==> src/rtl/uart_tx_ctrl_pkg.sv <==
// uart_tx_ctrl_pkg
//   Shared constants for the UART transmit frame sequencer.
//   - SEL_* : encodings of the 2-bit select of the registered TX output mux
//   - state_e : frame sequencer FSM states
//   - PAR_* : parity-type encodings for PAR_TYP
package uart_tx_ctrl_pkg;

  localparam int SEL_WIDTH = 2;

  // TX output mux select values
  localparam logic [SEL_WIDTH-1:0] SEL_START = 2'b00;  // line driven 0
  localparam logic [SEL_WIDTH-1:0] SEL_STOP  = 2'b01;  // line driven 1 (stop / idle)
  localparam logic [SEL_WIDTH-1:0] SEL_DATA  = 2'b10;  // line driven by ser_data
  localparam logic [SEL_WIDTH-1:0] SEL_PAR   = 2'b11;  // line driven by par_bit

  // Frame sequencer states
  typedef enum logic [2:0] {
    IDLE   = 3'd0,
    START  = 3'd1,
    DATA   = 3'd2,
    PARITY = 3'd3,
    STOP   = 3'd4
  } state_e;

  // Parity type encodings
  localparam logic PAR_EVEN = 1'b0;
  localparam logic PAR_ODD  = 1'b1;

endpackage

==> src/rtl/uart_tx_ctrl_if.sv <==
// uart_tx_ctrl_if
//   Word handshake between the register file / async FIFO read side and the
//   UART transmit frame sequencer.
//   P_DATA     : parallel word, sampled on an accepted handshake
//   DATA_VALID : request to send P_DATA
//   PAR_EN     : include a parity bit in the frame (sampled with P_DATA)
//   PAR_TYP    : 0 = even, 1 = odd (sampled with P_DATA)
//   DATA_READY : sequencer can accept a word this cycle
//   master drives the word, slave (the sequencer) drives DATA_READY.
interface uart_tx_ctrl_if #(
  parameter int DATA_WIDTH = 8
);
  logic [DATA_WIDTH-1:0] P_DATA;
  logic                  DATA_VALID;
  logic                  PAR_EN;
  logic                  PAR_TYP;
  logic                  DATA_READY;

  modport master (
    output P_DATA,
    output DATA_VALID,
    output PAR_EN,
    output PAR_TYP,
    input  DATA_READY
  );

  modport slave (
    input  P_DATA,
    input  DATA_VALID,
    input  PAR_EN,
    input  PAR_TYP,
    output DATA_READY
  );
endinterface

==> src/rtl/uart_tx_ctrl_parity_calc.sv <==
// uart_tx_parity_calc
//   Combinational parity generator for one transmit word.
//   data_i     : word to protect
//   par_typ_i  : PAR_EVEN / PAR_ODD
//   par_bit_o  : bit that makes the total count of ones even (PAR_EVEN)
//                or odd (PAR_ODD) across data and parity
module uart_tx_parity_calc
  import uart_tx_ctrl_pkg::*;
#(
  parameter int DATA_WIDTH = 8
) (
  input  logic [DATA_WIDTH-1:0] data_i,
  input  logic                  par_typ_i,
  output logic                  par_bit_o
);

  assign par_bit_o = (^data_i) ^ (par_typ_i == PAR_ODD);

endmodule

==> src/rtl/uart_tx_ctrl.sv <==
// uart_tx_ctrl
//   UART transmit frame sequencer. Accepts one word per handshake, then walks
//   start bit, DATA_WIDTH data bits (LSB first), optional parity bit and stop
//   bit, one bit per CLK, by steering the select of the registered TX mux.
//   CLK      : TX bit clock
//   RST      : asynchronous, active-low reset
//   bus      : word handshake (slave side), DATA_READY driven here
//   mux_sel  : TX mux select (SEL_START / SEL_STOP / SEL_DATA / SEL_PAR)
//   ser_data : current data bit, valid while mux_sel = SEL_DATA
//   par_bit  : parity of the latched word (registered)
//   busy     : frame in progress (registered)
module uart_tx_ctrl
  import uart_tx_ctrl_pkg::*;
#(
  parameter int DATA_WIDTH = 8,
  parameter int SEL_WIDTH  = 2
) (
  input  logic                 CLK,
  input  logic                 RST,
  uart_tx_ctrl_if.slave        bus,
  output logic [SEL_WIDTH-1:0] mux_sel,
  output logic                 ser_data,
  output logic                 par_bit,
  output logic                 busy
);

  localparam int CNT_W = $clog2(DATA_WIDTH);
  localparam logic [CNT_W-1:0] CNT_LAST = CNT_W'(DATA_WIDTH - 1);

  state_e                state_q, state_d;
  logic [CNT_W-1:0]      cnt_q, cnt_d;
  logic [DATA_WIDTH-1:0] shreg_q, shreg_d;
  logic                  par_en_q, par_en_d;
  logic                  par_bit_q, par_bit_d;
  logic                  busy_q, busy_d;

  logic                  ready;
  logic                  accept;
  logic                  par_calc;

  uart_tx_parity_calc #(
    .DATA_WIDTH (DATA_WIDTH)
  ) u_parity (
    .data_i    (bus.P_DATA),
    .par_typ_i (bus.PAR_TYP),
    .par_bit_o (par_calc)
  );

  // A new word may be taken while idle or during the stop bit, which lets
  // back-to-back frames run without an idle gap.
  assign ready  = (state_q == IDLE) || (state_q == STOP);
  assign accept = bus.DATA_VALID && ready;

  always_comb begin
    state_d   = state_q;
    cnt_d     = cnt_q;
    shreg_d   = shreg_q;
    par_en_d  = par_en_q;
    par_bit_d = par_bit_q;
    busy_d    = busy_q;

    case (state_q)
      IDLE: begin
        if (accept) begin
          shreg_d   = bus.P_DATA;
          par_en_d  = bus.PAR_EN;
          par_bit_d = par_calc;
          busy_d    = 1'b1;
          state_d   = START;
        end
      end
      START: begin
        cnt_d   = '0;
        state_d = DATA;
      end
      DATA: begin
        shreg_d = shreg_q >> 1;
        if (cnt_q == CNT_LAST) begin
          // Leave the counter at zero rather than letting it wrap
          cnt_d   = '0;
          state_d = par_en_q ? PARITY : STOP;
        end else begin
          cnt_d = cnt_q + 1'b1;
        end
      end
      PARITY: begin
        state_d = STOP;
      end
      STOP: begin
        if (accept) begin
          shreg_d   = bus.P_DATA;
          par_en_d  = bus.PAR_EN;
          par_bit_d = par_calc;
          busy_d    = 1'b1;
          state_d   = START;
        end else begin
          busy_d  = 1'b0;
          state_d = IDLE;
        end
      end
      default: begin
        busy_d  = 1'b0;
        state_d = IDLE;
      end
    endcase
  end

  always_ff @(posedge CLK or negedge RST) begin
    if (!RST) begin
      state_q   <= IDLE;
      cnt_q     <= '0;
      shreg_q   <= '0;
      par_en_q  <= 1'b0;
      par_bit_q <= 1'b0;
      busy_q    <= 1'b0;
    end else begin
      state_q   <= state_d;
      cnt_q     <= cnt_d;
      shreg_q   <= shreg_d;
      par_en_q  <= par_en_d;
      par_bit_q <= par_bit_d;
      busy_q    <= busy_d;
    end
  end

  // Moore decode of the mux select from the registered state
  always_comb begin
    mux_sel = SEL_STOP;
    case (state_q)
      START:   mux_sel = SEL_START;
      DATA:    mux_sel = SEL_DATA;
      PARITY:  mux_sel = SEL_PAR;
      default: mux_sel = SEL_STOP;
    endcase
  end

  assign ser_data       = (state_q == DATA) && shreg_q[0];
  assign par_bit        = par_bit_q;
  assign busy           = busy_q;
  assign bus.DATA_READY = ready;

endmodule
==> src/flat_wrapper.sv <==
// flat-port wrapper written by rule: the top's interface ports become plain ports
module uart_tx_ctrl_flat import uart_tx_ctrl_pkg::*;
#(
  parameter int DATA_WIDTH = 8,
  parameter int SEL_WIDTH  = 2
)
  (CLK, RST, mux_sel, ser_data, par_bit, busy, bus_P_DATA, bus_DATA_VALID, bus_PAR_EN, bus_PAR_TYP, bus_DATA_READY);
  uart_tx_ctrl_if #(.DATA_WIDTH(DATA_WIDTH)) bus_i ();
  input  logic CLK;
  input  logic RST;
  output logic [SEL_WIDTH-1:0] mux_sel;
  output logic ser_data;
  output logic par_bit;
  output logic busy;
  input wire logic [$bits(bus_i.P_DATA)-1:0] bus_P_DATA;
  input wire logic [$bits(bus_i.DATA_VALID)-1:0] bus_DATA_VALID;
  input wire logic [$bits(bus_i.PAR_EN)-1:0] bus_PAR_EN;
  input wire logic [$bits(bus_i.PAR_TYP)-1:0] bus_PAR_TYP;
  output wire logic [$bits(bus_i.DATA_READY)-1:0] bus_DATA_READY;
  assign bus_i.P_DATA = bus_P_DATA;
  assign bus_i.DATA_VALID = bus_DATA_VALID;
  assign bus_i.PAR_EN = bus_PAR_EN;
  assign bus_i.PAR_TYP = bus_PAR_TYP;
  assign bus_DATA_READY = bus_i.DATA_READY;
  uart_tx_ctrl #(.DATA_WIDTH(DATA_WIDTH), .SEL_WIDTH(SEL_WIDTH)) u_core (.CLK(CLK), .RST(RST), .bus(bus_i), .mux_sel(mux_sel), .ser_data(ser_data), .par_bit(par_bit), .busy(busy));
endmodule
==> config.mk <==
export PLATFORM = sky130hd
export DESIGN_NAME = uart_tx_ctrl_flat
export DESIGN_NICKNAME = d
export VERILOG_FILES = /design/src/rtl/uart_tx_ctrl_pkg.sv /design/src/rtl/uart_tx_ctrl_if.sv /design/src/rtl/uart_tx_ctrl_parity_calc.sv /design/src/rtl/uart_tx_ctrl.sv /design/src/flat_wrapper.sv
export SDC_FILE = /design/constraint.sdc
export NUM_CORES = 1
export LEC_CHECK = 0
export ABC_AREA = 1
export CORE_AREA = 2 2 69 71
export DETAILED_ROUTE_END_ITERATION = 8
export DIE_AREA = 0 0 71 73
export PLACE_DENSITY = 0.51
export SYNTH_ARGS = -nofsm -noshare
export SYNTH_HDL_FRONTEND = slang
export SYNTH_HIERARCHICAL = 1
export SYNTH_SLANG_ARGS = --single-unit
==> constraint.sdc <==
create_clock -name CLK -period 1.9 [get_ports CLK]
set_input_delay 0.57 -clock CLK [delete_from_list [all_inputs] [get_ports CLK]]
set_output_delay 0.57 -clock CLK [all_outputs]
set_load 0.1 [all_outputs]
==> impl_results.md, run 1 <==
- Remaining Overflow, GRT: 0
- VDD IR max: 0.6748 mV
- Critical path cell sequence: inv_2 > nand2_2 > inv_8 > nand2_8 > nor2_4 > buf_12
- YS warnings: 6
- NetSw: 1.407 mW
- Sw frac: 52.31%
- CTS tree: done
- Core area: 4536 sq um
- Distinct cell type count after synthesis: 19
- Gate power share: 66.0%
- Clock network power share: 10.1%
- Clock Skews: 0.002752 ns
- Unrepaired setup endpoints after global routing: true
- Drt pass-1 iters: 4
- Fin util: 32.33%
- Clock transition at path regs: 0.07 ns
- Worst-Skew Late Latency: 0.25 ns
- # setup viols final: 0
- CP max FO: 5
- Nets: 195
- Worst Path Required: 1.33 ns
- Outcome: complete, no violations
- Static Leak: 0.7886 nW
- Flop pwr share: 23.8%
- Port-buffer cells: 18
- First-pass GRT wire length: 4305 microns
- Mean post-synth cell area: 6.918 sq um
- CP Capture Type: output port
- Slowest cell on the critical path: dfrtp_1
- Number of flops mapped to enable cells by yosys: 0
- Cell accounting for the most synthesized area: dfrtp_1
- Netlist Area Pre-Place: 1072 sq um
- Synth Instances: 155
- Slew headroom: 84.25%
- Minimum clock period: 1.859 ns
- I/O pin count: 19
- Top post-synthesis cells by area: dfrtp_1 (40%), nand2_1 (25%), nand3_1 (5.6%), inv_1 (4.9%), o21ai_0 (4.2%)
- Initial antenna violation count: 0
- Starting DRT DRC Count: 58
- Root buffer cell: clkbuf_8
- PwrDens: 1834 nW/um^2
- TritonCTS Buffers: 3
- Area growth syn-to-layout: 36.76%
- Design Power: 2.689 mW
- Vias per cell: 4.322
- Layout cells sized above 1: 18.99%
- # diodes: 0
- P_int: 1.282 mW
- CTS sink count: 17
- Post-synth top area share: 39.67%
- Max_cap viols: 0
- CP Buf/Inv Count: 3
- Hold Path Class: register to register
- H-tree level count: 1
- All-layer global routing usage: 10.54%
- Type of origin of the critical path: register
- Die height: 73 microns
- Worst Tran Pin Value: 0.2337 ns
- WS Path Type: register to output port
- CP arrival: 1.29 ns
- Residual DRC: 0
- Dpl hpwl: 1822 microns
- DR WL/cell: 10.30 microns
- RePlAce Congestion: 0.7021
- Max incr delay on CP: 0.38 ns
- Fin crit share: 97.85%
- Fmax: 537.9 MHz
- Die ar.: 5183 sq um
- Slew Limit Fails: 0
- Synth top cells by count: nand2_1 (72), dfrtp_1 (17), inv_1 (14), nand3_1 (12), o21ai_0 (9)
- Delay-heaviest family, CP: flip-flops
- Deepest clock path buffer count: 2
- Fraction of registers with async set/reset: 100.0%
- Largest net degree at the start of global routing: 18
- Chip width: 71 microns
- Sequential fraction of the synthesis area: 39.67%
- Most numerous cell in the Yosys netlist: nand2_1
- Site Rows: 25
- Synth Flop Type: dfrtp_1
- Syn nets: 170
- Post-Route WL: 2400 microns
- Final ANT Viol Nets: 0
- Vias in the first global route: 938
- Fin. Hold Viols: 0
- Initial Utilization: 23.64%
- Synth Register Bits: 17
- Routed vias: 1007
[cells by family (layout without fill, tap and decap cells)]
family / count (synthesis) / count (layout) / synth area share (%)
xor gates and xnor gates: 1 / 1 / 0.8170
DFF: 17 / 17 / 39.67
adders and majority gates: 2 / 2 / 2.333
AOI/OAI and AO/OA: 11 / 11 / 5.834
buffers and inverters: 21 / 45 / 9.218
and+or+nand+nor: 103 / 103 / 42.12
[final timing paths]
kind                                           to  cells past startpoint               from  slack (ns)
min in group asynchronous       u_core/shreg_q[3]                      2                RST        0.64
worst min register to register    u_core/cnt_q[1]                      2    u_core/cnt_q[1]        0.48
worst min-delay path              u_core/cnt_q[1]                      2    u_core/cnt_q[1]        0.48
worst max-delay path                     ser_data                      6  u_core/state_q[2]        0.04
max in group asynchronous       u_core/state_q[0]                      2                RST        1.05
worst max register to register  u_core/shreg_q[0]                      6  u_core/state_q[0]        0.62
[state kept, by name, summed over array words and instances, names as in the netlist]
name	flops
u_core/shreg_q	8
u_core/par_bit	1
u_core/par_en_q	1
u_core/cnt_q	3
u_core/busy	1
u_core/state_q	3
[power by group through the flow]
| stage | logic [mW] | clock network [mW] | registers, mW |
|---|---|---|---|
| 2_1_floorplan | 1.12 | 0 | 0.760 |
| 3_3_place_gp | 1.78 | 0 | 0.644 |
| 3_5_place_dp | 1.79 | 0 | 0.645 |
| 4_1_cts | 1.79 | 0.283 | 0.639 |
| 5_1_grt | 1.94 | 0.301 | 0.662 |
| 6_report | 1.78 | 0.272 | 0.641 |
[cells in the final DEF, fill, tap and decap left out]
master,instances
buf_12,6
a21oi_2,1
inv_8,1
buf_4,6
nand3_1,12
ha_1,2
nand3b_1,1
dfrtp_1,16
nor2_4,2
inv_2,2
o21ai_0,9
nand2_4,2
clkdlybuf4s50_1,12
nand2_8,1
nand2_1,70
xor2_1,1
nor2_1,7
inv_1,14
clkinv_2,1
nand2_2,7
clkbuf_8,3
dfrtp_2,1
o21ai_2,1
nor3b_1,1
[stage by stage]
step	worst slack (ns)	cells	setup TNS, ns	hold WS, ns	area (sq um)
after floorplan	0.01206	155	0	0.2744	1101
after global placement	0.04866	229	0	0.4585	1419
after detailed placement	0.03224	229	0	0.4670	1419
after CTS	0.01828	233	0	0.4831	1465
after global routing	-0.02594	233	-0.04792	0.4926	1466
final	0.04077	233	0	0.4776	1466
[worst register-to-register path: cells and delay by family, from the launching register on]
family | cells | cell delay (ns)
buf+inv | 1 | 0.22
flops | 1 | 0.46
simple gates | 5 | 0.56
[layer usage]
metal	track usage [%]	part of all wire (%)
met2	16.93	44
met1	14.04	49
met5	0	0
met3	2.624	5.9
met4	3.145	1.0
[final cells by class]
type                            instances  area, sq um
Multi-Input combinational cell        117        569.3
Sequential cell                        17        426.7
Clock buffer                            3        41.29
Timing Repair Buffer                   24        285.3
Tap cell                               54        67.56
Clock inverter                          1        5.005
Fill cell                             493         3069
Inverter                               17        71.32
[what timing repair did]
item                       CTS  global route
gates resized for setup      0             1
hold buffers                 0             0
setup endpoints to repair    0             3
setup buffers                0             0
(Power assumes the default switching activity.)
==> run 2: changes to the inputs <==
- CORE_AREA: 2 2 69 71 -> 4 4 71 73
- CTS_BUF_LIST: not set -> sky130_fd_sc_hd__clkbuf_4 sky130_fd_sc_hd__clkbuf_8
- DIE_AREA: 0 0 71 73 -> 0 0 75 77
- GPL_TIMING_DRIVEN: not set -> 0
==> run 2 against run 1 <==
Critical path depth decreased by 3. Non-clock buffer count unchanged. Fmax increased by 1.0%. Highest routed layer unchanged.
==> impl_results.md, run 2 (synthesis gave the netlist of run 1 again) <==
- Port-buffer cells: 18
- Hold Path Class: register to register
- CTS tree: done
- Number of flip-flops in the largest register: 8
- Routed vias: 971
- Design Power: 2.635 mW
- Drt pass-1 iters: 4
- Layout cells sized above 1: 20.11%
- Chip width: 75 microns
- R2R depth: 6
- Type of origin of the critical path: register
- Critical path depth: 3
- Minimum clock period: 1.840 ns
- Delay-heaviest family, CP: flip-flops
- Largest net degree at the start of global routing: 18
- Die height: 77 microns
- Nets: 195
- Area after DPL: 1346 sq um
- CP max FO: 10
- DR WL/cell: 10.46 microns
- H-tree level count: 1
- Initial Utilization: 24.63%
- Commonest non-fill, non-tap cell in the layout: nand2_1
- Biggest regs: u_core/shreg_q (8), u_core/cnt_q (3), u_core/state_q (3)
- Met2 wire length: 986 microns
- Max Used Layer: met4
- # placed instances: 225
- Hold_ws: 0.4811 ns
- Fin cells: 231
- Fin. Hold Viols: 0
- CP Capture Type: output port
- Max_cap viols: 0
- Root buffer cell: clkbuf_8
- VDD IR max: 0.6144 mV
- Slew headroom: 46.49%
- CP Buf/Inv Count: 2
- Vias per cell: 4.203
- Die ar.: 5775 sq um
- Hold Crit Depth: 2
- Worst Tran Pin Value: 0.8001 ns
- Vias in the first global route: 931
- RePlAce Congestion: 0.7202
- # diodes: 0
- Fillers: 488
- Critical path cell sequence: nor2_4 > buf_6 > buf_8
- Fin crit share: 96.87%
- Slew Limit Fails: 0
- Deepest clock path buffer count: 2
- Slowest cell on the critical path: dfrtp_2
- First-pass GRT wire length: 4250 microns
- WS Path Type: register to output port
- Met3 wire length: 140 microns
- Cell area after layout: 1445 sq um
- Core area: 4354 sq um
- Commonest non-fill, non-tap cells in the layout: nand2_1 (70), dfrtp_1 (15), inv_1 (13)
- CTS sink count: 17
- All-layer global routing usage: 9.302%
- Clock transition at path regs: 0.07 ns
- Post-Route WL: 2416 microns
- PwrDens: 1823 nW/um^2
- Area growth syn-to-layout: 34.77%
- Residual DRC: 0
- Dpl hpwl: 1750 microns
- Max incr delay on CP: 0.45 ns
- Worst-Skew Late Latency: 0.26 ns
- I/O pin count: 19
- Metal-1 WL: 1269 microns
- Clock Skews: 0.007015 ns
- Starting DRT DRC Count: 16
- Initial antenna violation count: 0
- Unrepaired setup endpoints after global routing: false
- TritonCTS Buffers: 3
- Site Rows: 24
- # setup viols final: 0
- Fin util: 33.19%
- Remaining Overflow, GRT: 0
- Fmax: 543.3 MHz
- Static Leak: 0.7710 nW
- Outcome: complete, no violations
- CP arrival: 1.27 ns
- Worst Path Required: 1.33 ns
- Register with the most flip-flops: u_core/shreg_q
- Final ANT Viol Nets: 0
==> run 2: path summary, 6_finish.rpt <==
kind                            slack (ns)              start                end
worst max register to register        0.69    u_core/cnt_q[0]  u_core/state_q[0]
worst min register to register        0.48    u_core/cnt_q[1]    u_core/cnt_q[1]
max in group asynchronous             0.57                RST  u_core/state_q[1]
worst min-delay path                  0.48    u_core/cnt_q[1]    u_core/cnt_q[1]
min in group asynchronous             0.77                RST    u_core/par_en_q
worst max-delay path                  0.06  u_core/state_q[1]     bus_DATA_READY
==> run 2: metal layers <==
| layer | track usage (%) | vias to the layer above |
|---|---|---|
| li1 | - | 520 |
| met1 | 12.77 | 430 |
| met2 | 14.29 | 19 |
| met3 | 3.007 | 2 |
| met4 | 1.601 | 0 |
| met5 | 0 | - |
==> run 2: final cells by class <==
class | count | area [sq um] | share of cell area, %
tap | 52 | 65.06 | 4.502
clock inverter | 1 | 7.507 | 0.5195
timing repair buffer | 20 | 220.2 | 15.24
clock buffer | 3 | 41.29 | 2.857
buffer | 4 | 37.54 | 2.597
sequential | 17 | 427.9 | 29.61
multi-input combinational | 117 | 574.3 | 39.74
inverter | 17 | 71.32 | 4.935
==> run 2: through the flow <==
stage | setup slack [ns] | setup TNS (ns)
after floorplan | 0.01206 | 0
after global placement | -0.6661 | -2.670
after detailed placement | -0.6631 | -2.650
after CTS | 0.002626 | 0
after global routing | 0.008985 | 0
final | 0.05952 | 0
==> run 2: power by group <==
group	internal, mW	leakage, nW	switching (mW)	total (mW)
logic	0.553	0.538	1.16	1.72
clock network	0.148	0.0217	0.137	0.284
registers	0.526	0.211	0.109	0.635
total	1.23	0.771	1.41	2.63
==> run 2: worst register-to-register path: cells and delay by family (launching register included) <==
kind          cells  cell delay, ns
flops             1            0.41
buf+inv           1            0.05
simple gates      3            0.26
fa+ha+maj         2            0.38
==> run 2: timing repair <==
item / CTS / global route
endpoints found under the setup margin: 6 / 3
gates resized for setup: 38 / 5
pin swaps: 1 / 2
hold buffers: 0 / 0
buffers inserted: 0 / 2
